--- src/rtl/axi_write_buffer.sv ---
// Store write buffer: FIFO of pending stores drained as single-beat AXI writes, one at a time.
// Optional read forwarding is enabled by defining WRITE_BUFFER_FORWARD_EN.
module axi_write_buffer #(
   parameter int unsigned DEPTH  = 4,
   parameter logic [3:0]  AXI_ID = 4'b0000
) (
   input  logic        clk,
   input  logic        rst,
   input  logic        wr_req,
   input  logic [31:0] wr_addr,
   input  logic [31:0] wr_data,
   input  logic [3:0]  wr_sel,
   output logic        wr_addr_ok,
   output logic        buf_empty,
   input  logic [31:0] fwd_addr,
   output logic        fwd_hit,
   output logic [31:0] fwd_data,
   output logic [3:0]  fwd_sel,
   output logic [3:0]  awid,
   output logic [31:0] awaddr,
   output logic [3:0]  awlen,
   output logic [2:0]  awsize,
   output logic [1:0]  awburst,
   output logic [1:0]  awlock,
   output logic [3:0]  awcache,
   output logic [2:0]  awprot,
   output logic        awvalid,
   input  logic        awready,
   output logic [3:0]  wid,
   output logic [31:0] wdata,
   output logic [3:0]  wstrb,
   output logic        wlast,
   output logic        wvalid,
   input  logic        wready,
   input  logic [3:0]  bid,
   input  logic [1:0]  bresp,
   input  logic        bvalid,
   output logic        bready
);

   localparam int unsigned PW = (DEPTH > 1) ? $clog2(DEPTH) : 1;
   localparam int unsigned CW = $clog2(DEPTH + 1);
   localparam logic [CW-1:0] FULL = CW'(DEPTH);

   typedef enum logic [1:0] {StIdle, StSend, StResp} state_t;

   state_t         r_state, w_state_nxt;
   logic [CW-1:0]  r_count;
   logic [PW-1:0]  r_head, r_tail;
   logic           r_aw_done, r_w_done;
   logic           w_aw_done_nxt, w_w_done_nxt;
   logic           w_push, w_pop;
   logic [31:0]    r_addr [DEPTH];
   logic [31:0]    r_data [DEPTH];
   logic [3:0]     r_sel  [DEPTH];

   assign wr_addr_ok = (r_count != FULL);
   assign buf_empty  = (r_count == '0) && (r_state == StIdle);
   assign w_push     = wr_req & wr_addr_ok;
   assign w_pop      = (r_state == StResp) & bvalid;

   assign awid    = AXI_ID;
   assign wid     = AXI_ID;
   assign awlen   = 4'd0;
   assign awsize  = 3'b010;
   assign awburst = 2'b01;
   assign awlock  = 2'd0;
   assign awcache = 4'd0;
   assign awprot  = 3'd0;
   assign wlast   = 1'b1;
   assign awaddr  = r_addr[r_head];
   assign wdata   = r_data[r_head];
   assign wstrb   = r_sel[r_head];
   assign awvalid = (r_state == StSend) & ~r_aw_done;
   assign wvalid  = (r_state == StSend) & ~r_w_done;
   assign bready  = (r_state == StResp);

   always_comb begin
      w_state_nxt   = r_state;
      w_aw_done_nxt = r_aw_done;
      w_w_done_nxt  = r_w_done;
      unique case (r_state)
         StIdle: if (r_count != '0) w_state_nxt = StSend;
         StSend: begin
            if (awvalid & awready) w_aw_done_nxt = 1'b1;
            if (wvalid & wready)   w_w_done_nxt  = 1'b1;
            // Both channels may complete in the same cycle.
            if (w_aw_done_nxt & w_w_done_nxt) begin
               w_state_nxt   = StResp;
               w_aw_done_nxt = 1'b0;
               w_w_done_nxt  = 1'b0;
            end
         end
         StResp: if (bvalid) w_state_nxt = StIdle;
         default: w_state_nxt = StIdle;
      endcase
   end

   always_ff @(posedge clk or negedge rst) begin
      if (!rst) begin
         r_state   <= StIdle;
         r_count   <= '0;
         r_head    <= '0;
         r_tail    <= '0;
         r_aw_done <= 1'b0;
         r_w_done  <= 1'b0;
      end else begin
         r_state   <= w_state_nxt;
         r_aw_done <= w_aw_done_nxt;
         r_w_done  <= w_w_done_nxt;
         if (w_push) r_tail <= r_tail + PW'(1);
         if (w_pop)  r_head <= r_head + PW'(1);
         if (w_push && !w_pop)      r_count <= r_count + CW'(1);
         else if (!w_push && w_pop) r_count <= r_count - CW'(1);
      end
   end

   always_ff @(posedge clk) begin
      if (w_push) begin
         r_addr[r_tail] <= wr_addr;
         r_data[r_tail] <= wr_data;
         r_sel[r_tail]  <= wr_sel;
      end
   end

`ifdef WRITE_BUFFER_FORWARD_EN
   logic [PW-1:0] w_idx;
   logic          w_unused_ok;
   assign w_unused_ok = ^{bid, bresp, fwd_addr[1:0]};

   // Walk oldest to youngest so the last match wins.
   always_comb begin
      fwd_hit  = 1'b0;
      fwd_data = '0;
      fwd_sel  = '0;
      w_idx    = '0;
      for (int i = 0; i < DEPTH; i++) begin
         w_idx = r_head + PW'(i);
         if ((CW'(i) < r_count) && (r_addr[w_idx][31:2] == fwd_addr[31:2])) begin
            fwd_hit  = 1'b1;
            fwd_data = r_data[w_idx];
            fwd_sel  = r_sel[w_idx];
         end
      end
   end
`else
   logic w_unused_ok;
   assign w_unused_ok = ^{bid, bresp, fwd_addr};
   assign fwd_hit  = 1'b0;
   assign fwd_data = '0;
   assign fwd_sel  = '0;
`endif

endmodule

--- config.mk ---
export PLATFORM = sky130hd
export DESIGN_NAME = axi_write_buffer
export DESIGN_NICKNAME = d
export VERILOG_FILES = /design/src/rtl/axi_write_buffer.sv
export SDC_FILE = /design/constraint.sdc
export NUM_CORES = 1
export LEC_CHECK = 0
export ABC_AREA = 1
export CAP_MARGIN = 20
export CORE_MARGIN = 4
export CORE_UTILIZATION = 50
export DETAILED_ROUTE_END_ITERATION = 7
export GPL_TIMING_DRIVEN = 0
export PLACE_DENSITY = 0.79
export SLEW_MARGIN = 30
export SYNTH_ARGS = -nofsm -noshare
export SYNTH_HDL_FRONTEND = slang
export SYNTH_SLANG_ARGS = --single-unit
--- constraint.sdc ---
create_clock -name clk -period 5 [get_ports clk]
set_input_delay 1 -clock clk [delete_from_list [all_inputs] [get_ports clk]]
set_output_delay 1 -clock clk [all_outputs]
set_load 0.05 [all_outputs]
==> run metrics <==
Die ar.=25000 um2; Cell Area, Synth=11300 um2; Layout Utilization=66.7%; number of global-route vias before repair=6912; Reg area=8440 um2; CTS H-tree depth=1; CP max-delay cell=clkdlybuf4s50_1; clk sinks=283; final antenna-violating net count=0; Setup crit end kind=output pin; total iterations of the first detailed-routing run=5; Worst setup SP type=flop; fin cells=1362; setup TNS=0 ns; FILL cells=1561; Buffers on Ports=146; RSZ-0062 raised after global routing=false; Final Max Tran Viols=0; Max VDD drop=0.619 mV; area leader, netlist=edfxtp_1; crit path max fanout=10; Core Region=22000 um2; GRT Resource Usage Total=19.9%; async set-reset flop share out of synthesis=3.89%; drt total wl=25700 um; Slew @ Worst Pin=0.642 ns; Hold Path Cell Cnt=2; min-delay worst type=flop to flop; initial antenna violation count=1; Layout area overhead=30.2%; Tcrit/Tclk final=79.5%; Syn Area/Cell=14.0 um2; TritonCTS buffer count=28; leakage power=5.30 nW; grt ovf=0; Post-synth top cells=edfxtp_1, nor2_1, o21ai_0, o22ai_1, buf_4; DRC Markers=0; Seq/Total Area, Yosys=75.0%; share of cells above drive strength 1=15.0%; global placer's final weighted congestion=0.761; Fin. Hold Viols=0; top-area cell type share of the netlist area=72.6%; die width=158 um; Starting Density=51.2%; most common cell in the synthesized netlist=edfxtp_1; worst skew pair latency=0.53 ns; Clock transition at path regs=0.06 ns; slew margin rel.=57.1%; first-pass GRT wire length=38200 um; Synth area leaders=edfxtp_1, nor2_1, buf_4; CTS Root Cell=clkbuf_16; CTS tree=yes; slowest stage delay, CP=0.88 ns; cts repair resizes=0; post-CTS setup buffers=0; I/O pin cnt=249; EDFF count, synth=272; routed len/inst=18.9 um; Max Cap Viol=0; Initial DRC Count=435; Final min period=3.98 ns; fmax=251 MHz; Syn. warnings=0; Worst EP required=4.00 ns; Netlist cell types=25; Synth Register Bits=283; Final #Nets=1177; crit path kind=flop to output pin; placed instance count=1309; endpoints failing setup=0; vias=7029; Top FF cell, synth=edfxtp_1; largest net degree at the start of global routing=21; critical path, cell by cell=inv_2 -> clkbuf_1 -> o21ai_1 -> o22ai_1 -> clkdlybuf4s50_1; die height=158 um; power per cell area=712 nW/um2; depth of the most critical reg-to-reg path=6; Clock Path Buffers=3; Setup Skew=0.00878 ns; CTS Hold Bufs=0; Post-DP HPWL=16900 um; status=complete, no violations; Site Rows=54; multi-input logic area=2190 um2; vias per cell=5.16; gate count of the mapped netlist=806; Pwr Total=10.4 mW; CP Data Arrival Time=2.98 ns
==> area by class of cell <==
type	count	area share, %
clock buffer	35	5.11
tap	280	2.39
timing repair buffer	161	12.4
sequential	283	57.6
antenna	1	0.0171
buffer	108	5.44
multi-input combinational	455	14.9
inverter	22	0.581
clock inverter	17	1.47
==> per-stage QoR <==
stage / hold slack (ns) / cell area [um2] / worst slack [ns]
floorplan: 0.499 / 11500 / 0.492
global placement: 0.520 / 13300 / -2.23
detailed placement: 0.520 / 13700 / 1.50
CTS: 0.538 / 14700 / 0.919
global route: 0.579 / 14700 / 0.851
finish: 0.541 / 14700 / 1.02
==> worst max-delay path, delay by kind of cell, from the launching register on <==
kind,cells,cell delay [ns]
DFF,1,0.55
AOI/OAI and AO/OA,2,0.41
buffers and inverters,3,1.49
==> layer usage <==
layer / vias to the layer above / GRT usage, % / part of all wire, %
met2: 296 / 33.9 / 49
met5: - / 0 / 0
met4: 0 / 5.48 / 2.1
met3: 42 / 4.40 / 8.5
met1: 3352 / 26.0 / 40
li1: 3339 / - / -
==> path summary, 6_finish.rpt <==
check	slack, ns	from	endpoint
max	1.02	r_head[1]	awaddr[10]
min	0.54	r_count[1]	r_count[1]
max reg2reg	2.74	r_count[0]	r_data[1][13]
min reg2reg	0.54	r_count[1]	r_count[1]
max in group asynchronous	3.85	rst	r_tail[1]
min in group asynchronous	0.81	rst	r_aw_done
==> power by group <==
group          internal, mW  switching (mW)  total [mW]  leakage (nW)
logic                  1.59            3.42        5.01          2.21
registers              3.12           0.136        3.26          2.62
clock network          1.32           0.849        2.17         0.465
==> logic make-up (layout without fill, tap and decap cells) <==
kind of cell	Yosys count	after routing	share of synthesized area, %
AOI/OAI and AO/OA	207	207	10.1
DFF	283	283	75.0
other	2	65	0.0668
and+or+nand+nor	173	173	5.86
buffers and inverters	130	343	7.84
xor gates and xnor gates	5	5	0.389
adders and majority gates	6	6	0.734
==> sequential cells by signal, summed over array words and instances (netlist names) <==
name       cells
r_head         2
r_addr       128
r_sel         16
r_tail         2
r_state        2
r_aw_done      1
r_w_done       1
r_count        3
r_data       128
==> cells in the final DEF (no fill, tap or decap) <==
cell type / count
inv_1: 20
nor2_1: 144
o22ai_1: 68
edfxtp_1: 272
bufinv_16: 5
fa_1: 1
buf_16: 11
inv_2: 1
nor2_4: 4
nand3_1: 4
clkbuf_1: 18
clkbuf_16: 29
buf_4: 67
clkinv_2: 4
clkinv_1: 5
dfrtp_1: 11
o21ai_2: 3
inv_8: 1
clkinvlp_4: 2
buf_8: 5
buf_2: 8
clkdlybuf4s50_1: 146
nand4_1: 1
ha_1: 5
buf_6: 15
diode_2: 1
nor2_2: 1
o21ai_0: 87
o21ai_1: 49
inv_4: 1
xor2_1: 4
nand2_1: 19
conb_1: 64
clkbuf_2: 5
xnor2_1: 1
No activity file was read; power rests on OpenSTA's default activity.
